`src/rtl/mem_stage.sv`:
```
// mem_stage: memory stage of the pipeline.
//
// Takes the execute-stage bundle. A non-memory op is written back on the next
// cycle. A misaligned memory op issues no request and is written back with a
// misalign flag. An aligned load or store makes one transaction over a
// valid/ready data-memory port. Load data is lane-selected and extended before
// writeback. in_ready is low for the whole time an access is outstanding.
//
// Ports:
//   clk, arst_n               clock, asynchronous active-low reset
//   in_valid / in_ready       EX bundle handshake (ready only when idle)
//   opr_res, opr_b            ALU result / byte address, store data
//   rd, rf_en                 destination register, register write request
//   dm_en, wb_sel             store request, load request (memory data to WB)
//   lsuop                     000 B, 001 H, 010 W, 100 BU, 101 HU
//   dmem_req_valid/_ready     request handshake
//   dmem_addr, dmem_we        word-aligned address, write request
//   dmem_wdata, dmem_be       lane-replicated store data, byte enables
//   dmem_rsp_valid, dmem_rdata  response strobe (load data or store ack), load word
//   wb_valid                  one-cycle writeback pulse
//   wb_rd, wb_rf_en, wb_data  writeback destination, enable, value
//   wb_misalign               misaligned-access flag
module mem_stage #(
  parameter int unsigned DATA_WIDTH = 32,  // only 32 is supported
  parameter int unsigned ADDR_WIDTH = 32   // must not exceed DATA_WIDTH
) (
  input  logic                  clk,
  input  logic                  arst_n,
  input  logic                  in_valid,
  output logic                  in_ready,
  input  logic [DATA_WIDTH-1:0] opr_res,
  input  logic [DATA_WIDTH-1:0] opr_b,
  input  logic [4:0]            rd,
  input  logic                  rf_en,
  input  logic                  dm_en,
  input  logic                  wb_sel,
  input  logic [2:0]            lsuop,
  output logic                  dmem_req_valid,
  input  logic                  dmem_req_ready,
  output logic [ADDR_WIDTH-1:0] dmem_addr,
  output logic                  dmem_we,
  output logic [DATA_WIDTH-1:0] dmem_wdata,
  output logic [3:0]            dmem_be,
  input  logic                  dmem_rsp_valid,
  input  logic [DATA_WIDTH-1:0] dmem_rdata,
  output logic                  wb_valid,
  output logic [4:0]            wb_rd,
  output logic                  wb_rf_en,
  output logic [DATA_WIDTH-1:0] wb_data,
  output logic                  wb_misalign
);

  typedef enum logic [1:0] {StIdle, StReq, StWait} state_e;

  state_e state_q, state_d;

  // Operation latched at accept, used when the response arrives.
  logic [2:0]            lsuop_q, lsuop_d;
  logic [1:0]            addr_lo_q, addr_lo_d;
  logic [4:0]            rd_q, rd_d;
  logic                  rf_en_q, rf_en_d;
  logic                  store_q, store_d;

  // Registered request fields, held stable while in StReq.
  logic [ADDR_WIDTH-1:0] addr_q, addr_d;
  logic                  we_q, we_d;
  logic [DATA_WIDTH-1:0] wdata_q, wdata_d;
  logic [3:0]            be_q, be_d;

  // Registered writeback bundle.
  logic                  wb_valid_q, wb_valid_d;
  logic [4:0]            wb_rd_q, wb_rd_d;
  logic                  wb_rf_en_q, wb_rf_en_d;
  logic [DATA_WIDTH-1:0] wb_data_q, wb_data_d;
  logic                  wb_misalign_q, wb_misalign_d;

  logic                  accept;
  logic                  is_mem;
  logic                  size_byte, size_half, size_word;
  logic                  misalign;
  logic [3:0]            req_be;
  logic [DATA_WIDTH-1:0] req_wdata;
  logic [DATA_WIDTH-1:0] rdata_shifted;
  logic [DATA_WIDTH-1:0] load_data;
  logic                  rsp_done;

  assign in_ready       = (state_q == StIdle);
  assign dmem_req_valid = (state_q == StReq);
  assign accept         = in_valid & in_ready;
  assign is_mem         = dm_en | wb_sel;
  assign rsp_done       = (state_q == StWait) & dmem_rsp_valid;

  // Access size comes from lsuop[1:0]; the reserved code 11 is treated as a word.
  assign size_byte = (lsuop[1:0] == 2'b00);
  assign size_half = (lsuop[1:0] == 2'b01);
  assign size_word = ~size_byte & ~size_half;
  assign misalign  = (size_half & opr_res[0]) | (size_word & (|opr_res[1:0]));

  // Store lanes: the narrow operand is replicated across the word, and the byte
  // enables pick the lane. Loads always read the full word.
  always_comb begin
    req_be    = 4'b1111;
    req_wdata = '0;
    if (dm_en) begin
      if (size_byte) begin
        req_be    = 4'b0001 << opr_res[1:0];
        req_wdata = {4{opr_b[7:0]}};
      end else if (size_half) begin
        req_be    = 4'b0011 << opr_res[1:0];
        req_wdata = {2{opr_b[15:0]}};
      end else begin
        req_wdata = opr_b;
      end
    end
  end

  // Move the addressed lane down to bit 0, then extend.
  assign rdata_shifted = dmem_rdata >> {addr_lo_q, 3'b000};

  always_comb begin
    load_data = dmem_rdata;
    unique case (lsuop_q[1:0])
      2'b00: begin
        if (lsuop_q[2]) begin
          load_data = {24'h000000, rdata_shifted[7:0]};
        end else begin
          load_data = {{24{rdata_shifted[7]}}, rdata_shifted[7:0]};
        end
      end
      2'b01: begin
        if (lsuop_q[2]) begin
          load_data = {16'h0000, rdata_shifted[15:0]};
        end else begin
          load_data = {{16{rdata_shifted[15]}}, rdata_shifted[15:0]};
        end
      end
      default: load_data = dmem_rdata;
    endcase
  end

  // Next state.
  always_comb begin
    state_d = state_q;
    unique case (state_q)
      StIdle: if (accept && is_mem && !misalign) state_d = StReq;
      StReq:  if (dmem_req_ready) state_d = StWait;
      StWait: if (dmem_rsp_valid) state_d = StIdle;
      default: state_d = StIdle;
    endcase
  end

  // Operation latch and request fields: loaded only when an aligned memory op
  // is accepted.
  always_comb begin
    lsuop_d   = lsuop_q;
    addr_lo_d = addr_lo_q;
    rd_d      = rd_q;
    rf_en_d   = rf_en_q;
    store_d   = store_q;
    addr_d    = addr_q;
    we_d      = we_q;
    wdata_d   = wdata_q;
    be_d      = be_q;
    if (accept && is_mem && !misalign) begin
      lsuop_d   = lsuop;
      addr_lo_d = opr_res[1:0];
      rd_d      = rd;
      rf_en_d   = rf_en;
      store_d   = dm_en;
      addr_d    = {opr_res[ADDR_WIDTH-1:2], 2'b00};
      we_d      = dm_en;
      wdata_d   = req_wdata;
      be_d      = req_be;
    end
  end

  // Writeback bundle. Fields hold between completions; only wb_valid pulses.
  always_comb begin
    wb_valid_d    = 1'b0;
    wb_rd_d       = wb_rd_q;
    wb_rf_en_d    = wb_rf_en_q;
    wb_data_d     = wb_data_q;
    wb_misalign_d = wb_misalign_q;
    if (accept && !is_mem) begin
      wb_valid_d    = 1'b1;
      wb_rd_d       = rd;
      wb_rf_en_d    = rf_en & (rd != 5'd0);
      wb_data_d     = opr_res;
      wb_misalign_d = 1'b0;
    end else if (accept && misalign) begin
      wb_valid_d    = 1'b1;
      wb_rd_d       = rd;
      wb_rf_en_d    = 1'b0;
      wb_data_d     = opr_res;
      wb_misalign_d = 1'b1;
    end else if (rsp_done) begin
      wb_valid_d    = 1'b1;
      wb_rd_d       = rd_q;
      wb_misalign_d = 1'b0;
      if (store_q) begin
        wb_rf_en_d = 1'b0;
        wb_data_d  = '0;
      end else begin
        wb_rf_en_d = rf_en_q & (rd_q != 5'd0);
        wb_data_d  = load_data;
      end
    end
  end

  always_ff @(posedge clk or negedge arst_n) begin
    if (!arst_n) begin
      state_q       <= StIdle;
      lsuop_q       <= 3'b000;
      addr_lo_q     <= 2'b00;
      rd_q          <= 5'd0;
      rf_en_q       <= 1'b0;
      store_q       <= 1'b0;
      addr_q        <= '0;
      we_q          <= 1'b0;
      wdata_q       <= '0;
      be_q          <= 4'b0000;
      wb_valid_q    <= 1'b0;
      wb_rd_q       <= 5'd0;
      wb_rf_en_q    <= 1'b0;
      wb_data_q     <= '0;
      wb_misalign_q <= 1'b0;
    end else begin
      state_q       <= state_d;
      lsuop_q       <= lsuop_d;
      addr_lo_q     <= addr_lo_d;
      rd_q          <= rd_d;
      rf_en_q       <= rf_en_d;
      store_q       <= store_d;
      addr_q        <= addr_d;
      we_q          <= we_d;
      wdata_q       <= wdata_d;
      be_q          <= be_d;
      wb_valid_q    <= wb_valid_d;
      wb_rd_q       <= wb_rd_d;
      wb_rf_en_q    <= wb_rf_en_d;
      wb_data_q     <= wb_data_d;
      wb_misalign_q <= wb_misalign_d;
    end
  end

  assign dmem_addr   = addr_q;
  assign dmem_we     = we_q;
  assign dmem_wdata  = wdata_q;
  assign dmem_be     = be_q;
  assign wb_valid    = wb_valid_q;
  assign wb_rd       = wb_rd_q;
  assign wb_rf_en    = wb_rf_en_q;
  assign wb_data     = wb_data_q;
  assign wb_misalign = wb_misalign_q;

endmodule

```
`config.mk`:
```
export PLATFORM = sky130hd
export DESIGN_NAME = mem_stage
export DESIGN_NICKNAME = d
export VERILOG_FILES = /design/src/rtl/mem_stage.sv
export SDC_FILE = /design/constraint.sdc
export NUM_CORES = 1
export LEC_CHECK = 0
export ABC_AREA = 0
export CORE_MARGIN = 2
export CORE_UTILIZATION = 40
export CTS_CLUSTER_SIZE = 30
export DETAILED_ROUTE_END_ITERATION = 10
export PLACE_DENSITY_LB_ADDON = 0.3
export SYNTH_ARGS = -nofsm -noshare
export SYNTH_HDL_FRONTEND = slang
export SYNTH_SLANG_ARGS = --single-unit
export TNS_END_PERCENT = 1
```
`constraint.sdc`:
```
create_clock -name clk -period 2.2 [get_ports clk]
set_clock_uncertainty 0.15 [all_clocks]
set_input_delay 0.44 -clock clk [delete_from_list [all_inputs] [get_ports clk]]
set_output_delay 0.44 -clock clk [all_outputs]
set_load 0.05 [all_outputs]
```
==> results by group <==
Detailed routing
  • Detailed-route via count: 5,374
  • First drt pass iteration count: 6
  • WL per Instance: between 15 and 20 µm
  • Routed WL: 18,910 µm
  • Final ANT Viol Nets: 0
  • Count of routing violations after the opening detailed-route iteration: 407
  • Vias per cell: about 5.6
  • Total DRC errors in the routed layout: 0

Yosys
  • Number of synthesized flops with an enable pin: 0
  • Async set or reset register ratio after synthesis: 100.0%
  • Flip-flop and latch count after synthesis: 120
  • Average footprint of a synthesized cell: 10.81 µm²
  • Number of standard cells after synthesis: roughly 530
  • Most used flip-flop cell after synthesis: dfrtp_1
  • Netlist area before placement: 5772 µm²
  • Yosys Warn Count: 0
  • Sequential element share of the synthesized area: 52.03%
  • Number of distinct library cells after synthesis: 46

STA
  • Aggregate negative setup slack: 0 ps
  • Shortest period the worst path allows: approximately 2200 ps
  • Count of endpoints failing setup in the final report: 0
  • Max-slew violations: 0
  • Timing-limited maximum frequency: 0.4593 GHz
  • Number of failing hold endpoints at the final stage: 0
  • Slew HR: 42.11%
  • Slew at the pin closest to its max-slew limit: 865.1 ps
  • Final cycle utilization of the critical path: between 90% and 100%
  • Hold Worst Slack: 326.9 ps

Min path
  • Hold WC Path Type: register to register
  • Worst Hold Launch: dmem_wdata[26]$_DFFE_PN0P_

Floorplanning
  • Core area: 13,990 µm²
  • Core Rows: 43
  • Starting density of the core: 41.26%
  • Die Y: 124.1 µm
  • Total Die Area: 15,410 µm²
  • Number of top-level pins: about 220
  • Die boundary width: between 100 and 150 µm

GRT
  • Antenna violations before repair: 0
  • Maximum number of pins on one net before global-route repair: 57
  • Global-route wire length before repair: 28,590 µm
  • Gr ovfl total: 0
  • Total GRT Usage: about a quarter
  • Vias in the first global route: 5,373

Final layout
  • Layout fillers: 1,106
  • Area taken by multi-input logic gates: between 2000 and 3000 µm²
  • Commonest cells after routing, fill and taps aside: clkdlybuf4s50_1 (147), dfrtp_1 (120), nand2_1 (65)
  • Area Overhead vs Synth: 58.49%
  • Final Cell Area: 9148 µm²
  • Number of nets in the finished design: 890
  • Share of final-layout standard cells stronger than drive strength 1: 16.92%
  • FF+latch area: roughly 3000 µm²
  • Commonest non-fill, non-tap cell in the layout: clkdlybuf4s50_1
  • Final core utilization: 65.39%
  • Number of diodes: 0

Worst setup path
  • Worst setup startpoint: wb_data[27]$_DFFE_PN0P_
  • Critical R2R Launch: state_q[1]$_DFFE_PN0P_
  • Number of buffers and inverters on the critical path: 1
  • Worst Path Arrival: roughly 1600 ps
  • Peak per-stage delay on the critical path: 820 ps
  • Kind of cell adding the most delay to the critical path: buffers and inverters
  • Highest-delay cell along the critical path: clkdlybuf4s50_1
  • Chain of cells forming the critical path: clkdlybuf4s50_1
  • Peak fanout along the critical path: 2
  • Required arrival time at the worst endpoint: 1610 ps
  • Setup Crit Path Kind: register to primary output
  • Sort of element at the end of the critical path: primary output
  • Launching element type of the critical path: register

Power and ir drop
  • Static leakage power: 4.462 nW
  • Peak ir drop on the vdd network: about 0.60 mV
  • Pwr Density: 1419 nW/µm²

Clock tree
  • CTS tree: done
  • Inserted Clock Buffers: 17
  • Total clock sinks: 120
  • Clock transition at the registers of the reported paths: 50 ps
  • Clock network latency to the later pin of the worst-skew pair: between 400 and 500 ps
  • Htree depth: 4
  • Root Buffer: clkbuf_16
  • Bufs on Longest Clock Path: 2

Placement
  • HPWL after DPL: approximately 14,000 µm
  • GP Congestion: about 0.90
  • Number of port buffers: 220
  • Area of placed instances: 8431 µm²

Flow run
  • Max-cap check violation count: 0

Outcome
  • Result of the run: complete, no violations
routing by layer:
layer  vias up  global-route usage [%]  wire, µm
li1       2456                       -         -
met1      2611                   32.40      7968
met2       257                   38.90      9025
met3        50                   5.357      1327
met4         0                   11.03       586
met5         -                       0         0
cell usage after synthesis, drive strengths merged, types with 3 or more instances:
| master | n | area share, % |
|---|---|---|
| mux2 | 40 | 7.8 |
| a32oi | 17 | 2.6 |
| o21ai | 31 | 2.7 |
| o2bb2ai | 7 | 1.1 |
| nor2 | 19 | 1.2 |
| dfrtp | 120 | 52 |
| a22oi | 12 | 1.6 |
| buf | 26 | 2.3 |
| inv | 7 | 0.46 |
| nand2b | 7 | 0.76 |
| nand3b | 3 | 0.39 |
| o221ai | 9 | 1.4 |
| a22o | 9 | 1.4 |
| a2bb2oi | 8 | 1.2 |
| clkbuf | 21 | 1.4 |
| nand2 | 65 | 4.2 |
| o2111ai | 7 | 1.1 |
| o211ai | 18 | 2.3 |
| a21oi | 15 | 1.3 |
| ha | 4 | 0.87 |
| nand3 | 27 | 2.3 |
| nor2b | 5 | 0.54 |
| mux2i | 34 | 5.9 |
what timing repair did:
item	in CTS	in global routing
setup buffers	0	0
hold endpoints to repair	31	0
setup endpoints to repair	12	65
resized for setup	12	55
hold buffers	1	0
cell families (layout without fill, tap and decap cells):
logic type	after synthesis	count (layout)	share of synthesized area (%)
buf+inv	54	305	4.162
mux	74	74	13.70
compound gates	140	140	17.75
fa+ha+maj	4	4	0.8671
other cells	1	2	0.06497
simple gates	141	141	11.42
flops	120	120	52.03
sequential cells by signal, summed over array words and instances (netlist names), 2 cells and up:
register,cells
wb_data,32
dmem_wdata,32
wb_rd,5
addr_lo_q,2
state_q,2
dmem_addr,30
rd_q,5
dmem_be,4
lsuop_q,3
power breakdown:
part	switching (W)	internal, W	total, W
logic	0.00433	0.00235	0.00669
registers	0.000550	0.00308	0.00362
clock network	0.000981	0.00168	0.00266
path summary, 6_finish.rpt:
path                                         endpoint  slack [ps]  cells past startpoint
max in group asynchronous     wb_data[31]$_DFFE_PN0P_         850                      3
hold reg to reg            dmem_wdata[26]$_DFFE_PN0P_         330                      2
hold / removal             dmem_wdata[26]$_DFFE_PN0P_         330                      2
min in group asynchronous   dmem_addr[25]$_DFFE_PN0P_         360                      2
setup / recovery                          wb_data[27]          20                      1
setup reg to reg              wb_data[29]$_DFFE_PN0P_         160                      5
final cells by class:
class,count,area share [%]
flip-flops and latches,120,32.83
clock buffers,23,5.444
inverters,7,0.2872
multi-input cells,361,28.07
clock inverters,8,0.7660
well taps,180,2.462
repair buffers,267,30.15
per-stage QoR:
step                      worst slack [ps]  instances  total power [W]
after floorplan                      131.3        535         0.007875
after global placement              -281.2        934          0.01029
after detailed placement            -341.9        934          0.01042
after CTS                          0.04519        966          0.01307
after global routing                -4.413        966          0.01354
final                                22.85        966          0.01298
No activity file was read; power rests on OpenSTA's default activity.
==> patch 1, RTL diff (same flow settings) <==
Re-encode `state_e` (3 states) as one-hot, 3 bits wide.
--- a/src/rtl/mem_stage.sv
+++ b/src/rtl/mem_stage.sv
@@ -51,5 +51,5 @@
 );
 
-  typedef enum logic [1:0] {StIdle, StReq, StWait} state_e;
+  typedef enum logic [2:0] {StIdle = 3'b001, StReq = 3'b010, StWait = 3'b100} state_e;
 
   state_e state_q, state_d;
Check against the original RTL: same outputs for any inputs over 4 cycles, from zero or initial values and one cycle with arst_n low; so few cycles prove little.
==> patch 1 against the unedited design <==
Routed wire length rose by 8.2%; synthesized cell count grew 2.6%; synthesized area up 3.9%; final area up 5.6%; worst setup slack worse by 0.023 ns; power down 9.4%; sequential cell count up 1; critical path type is now reg2reg.
==> patch 1: results (changes against the unedited design) <==
* Status: completed
* Fin nets at 930 (+4.5%)
* Register-to-Register Path Depth at 7 (+2)
* Fin area at 9661 µm² (+5.6%)
* Worst hold slack at 0.3362 ns (+0.009302 ns)
* Synth unique cells at 58 (+26%)
* R2R setup slack at 0.0003 ns (-0.16 ns)
* Routed len/inst at 20.23 µm (+3.3%)
* Pwr Density at 1217 nW/µm² (-14%)
* Reg-to-Reg Start: state_q[0]
* Total GRT Usage at 24.44% (-0.14 points)
* NetSw at 4.829 mW (-18%)
* Headroom to the max-slew limit at 37.50% (-4.6 points)
* Crit Path Max Fanout at 11 (+9)
* Global-route wire length before repair at 30630 µm (+7.1%)
* Fillers at 1096 (-0.90%)
* Placed Cells at 971 (+4.0%)
* Worst vdd ir at 643.0 µV (+7.0%)
* DP HPWL at 14600 µm (+5.2%)
* DP Worst Slack at -0.5037 ns (-0.1617 ns)
* Worst Hold Endpoint: dmem_wdata[8]
* Combinational group power at 5.29 mW (-21%)
* Clock network power at 3.17 mW (+19%)
* Placer Congestion at 0.8576 (-4.3%)
* Hold_sp: dmem_wdata[8]
* Share of layout cells above drive strength 1 at 20.68% (+3.8 points)
* Leakage power at 4.530 nW (+1.5%)
* FF-to-FF End: wb_data[16]
* Largest cells by area after synthesis: dfrtp_1 (50%), mux2_2 (7.9%), mux2i_1 (5.3%), o21ai_0 (2.7%), o32a_1 (2.5%)
* Instance area after placement at 8768 µm² (+4.0%)
* DR iter-0 viols at 442 (+8.6%)
## patch 1: kinds of logic (layout without fill, tap and decap cells)
family	count (synthesis)	after routing	share of synthesized area, %
compound gates	152	152	18.06
fa+ha+maj	4	4	0.8344
buf+inv	61	339	4.944
flops	121	121	50.50
mux	75	75	13.60
other cells	1	2	0.06252
simple gates	134	134	11.99
## patch 1: cell type report
type | instances | share of cell area (%)
clock inverters | 15 | 2.590
inverters | 15 | 0.6087
well taps | 184 | 2.383
multi-input cells | 367 | 28.14
flip-flops and latches | 121 | 31.36
repair buffers | 292 | 30.51
clock buffers | 17 | 4.404
## patch 1: worst max-delay path by stage
stage,startpoint,end,slack (ns),cells past startpoint
after floorplan,opr_res[0],wb_data[16],0.01,9
after global routing,state_q[0],wb_data[25],-0.05,7
after detailed placement,opr_res[0],wb_data[24],-0.50,9
after global placement,opr_res[0],wb_data[26],-0.43,9
after CTS,opr_res[0],wb_data[3],-0.02,10
final,state_q[0],wb_data[16],0.0003,7
## patch 1: timing repair
item                                   CTS  global route
setup buffers                            0             4
gates resized for setup                 26            50
setup endpoints to repair               46            98
pin swaps                                2             9
hold buffers                             1             0
gates cloned                             0             3
endpoints found under the hold margin   29             0
## patch 1: routing by layer
layer | GRT usage (%) | up-vias | part of all wire [%]
met4 | 11.25 | 0 | 3.4
met1 | 29.99 | 2828 | 39
met5 | 0 | - | 0
met2 | 39.95 | 284 | 49
li1 | - | 2564 | -
met3 | 7.043 | 50 | 8.5
## patch 1: worst max-delay path: stages (launching register included)
cell and delay, ns:
dfstp_2 0.57, and4bb_2 0.33, buf_6 0.13, o31ai_4 0.08, buf_6 0.15, clkbuf_16 0.16
o21a_1 0.17, o32a_1 0.34
==> patch 2, RTL diff (same flow settings) <==
Made on the original files. Set the parameter `ADDR_WIDTH` to 28 (it was 32).
--- a/src/rtl/mem_stage.sv
+++ b/src/rtl/mem_stage.sv
@@ -23,5 +23,5 @@
 module mem_stage #(
   parameter int unsigned DATA_WIDTH = 32,  // only 32 is supported
-  parameter int unsigned ADDR_WIDTH = 32   // must not exceed DATA_WIDTH
+  parameter int unsigned ADDR_WIDTH = 28   // must not exceed DATA_WIDTH
 ) (
   input  logic                  clk,
Interface: changed (resized dmem_addr); port bits go from 223 to 219. The function was not compared with the original's and may differ.
==> patch 2 against the unedited design <==
Routed wire length up 2.7%; power is 4.6% lower; worst setup slack better by 0.012 ns; sequential share of layout area fell by 0.77 points; critical endpoint is now dmem_wdata[21]; synthesized area is 0.69% lower; largest cell class unchanged; largest power group unchanged; final area fell by 1.0%; highest routed layer unchanged; final cell count up 9.4%; critical path depth unchanged; sequential cell count shrank 4; die area is 0.67% lower.
==> patch 2: results (changes against the unedited design) <==
* Fin nets at 980 (+10%)
* Status: completed
* Routing usage on met1 at 29.63% (-2.8 points)
* Synth Area per Inst at 9.069 µm² (-16%)
* Met2 GRT Util at 42.03% (+3.1 points)
* Setup WS post-layout at 0.03490 ns (+0.01205 ns)
* Global-route wire length before repair at 29350 µm (+2.7%)
* Routed len/inst at 18.37 µm (-6.2%)
* Slew @ Worst Pin at 0.6787 ns (-0.1865 ns)
* Largest cells by area after synthesis: dfrtp_1 (51%), nand2_1 (13%), nand3_1 (4.4%), a221oi_1 (3.5%), mux2i_1 (3.3%)
* Fillers at 1125 (+1.7%)
* Placed Cells at 1024 (+9.6%)
* Synth unique cells at 48 (+4.3%)
* Met2 wire len at 9435 µm (+4.5%)
* Placer Congestion at 0.8767 (-2.2%)
* Share of layout cells above drive strength 1 at 13.00% (-3.9 points)
* Total GRT Usage at 25.25% (+0.66 points)
* CTS resizes at 20 (+8)
* Clock network power at 2.70 mW (+2%)
* DP Worst Slack at -0.5119 ns (-0.1700 ns)
* I/O Buffers at 216 (-1.8%)
* CP startpoint: dmem_wdata[21]
* Leakage power at 4.877 nW (+9.3%)
* Vias at 5816 (+8.2%)
* DR iter-0 viols at 503 (+24%)
* Worst vdd ir at 633.5 µV (+5.4%)
* DP HPWL at 14160 µm (+2.0%)
* Wire length on met1 at 7576 µm (-4.9%)
* Power, Total at 12.39 mW (-4.6%)
* GRT met3 Usage at 9.203% (+3.8 points)
* Routed wl met3 at 1893 µm (+43%)
* Worst Setup EP: dmem_wdata[21]
* Largest net degree at the start of global routing at 117 (+110%)
* NetSw at 5.608 mW (-4.4%)
* R2R setup slack at 0.19 ns (+0.03 ns)
* Initial DRT Pass Iterations at 5 (-1)
* Instance area after placement at 8303 µm² (-1.5%)
* FF-to-FF End: dmem_wdata[6]
* Non-filler instance count after layout at 1057 (+9.4%)
patch 2: worst min-delay path by stage:
stage                       start       endpoint  slack, ns  cells after the start
CTS                 dmem_wdata[9]  dmem_wdata[9]       0.32                      2
global route              rf_en_q        rf_en_q       0.34                      2
detailed placement  dmem_wdata[7]  dmem_wdata[7]       0.31                      2
global placement          rf_en_q        rf_en_q       0.30                      2
finish              dmem_wdata[7]  dmem_wdata[7]       0.31                      2
floorplan                  arst_n   addr_lo_q[0]     -0.006                      0
patch 2: area by class of cell:
type | count | area share (%)
inverters | 7 | 0.2901
well taps | 180 | 2.487
repair buffers | 262 | 30.16
multi-input cells | 460 | 28.61
clock buffers | 22 | 5.236
flip-flops and latches | 116 | 32.05
clock inverters | 10 | 1.161
patch 2: cell families after synthesis:
group / share of synthesized area, %
other: 0.06543
multiplexers: 6.854
AND/OR/NAND/NOR: 22.83
AO/OA/AOI/OAI: 13.49
adder cells (fa/ha/maj): 0.8732
flip-flops: 50.64
buffers and inverters: 5.239
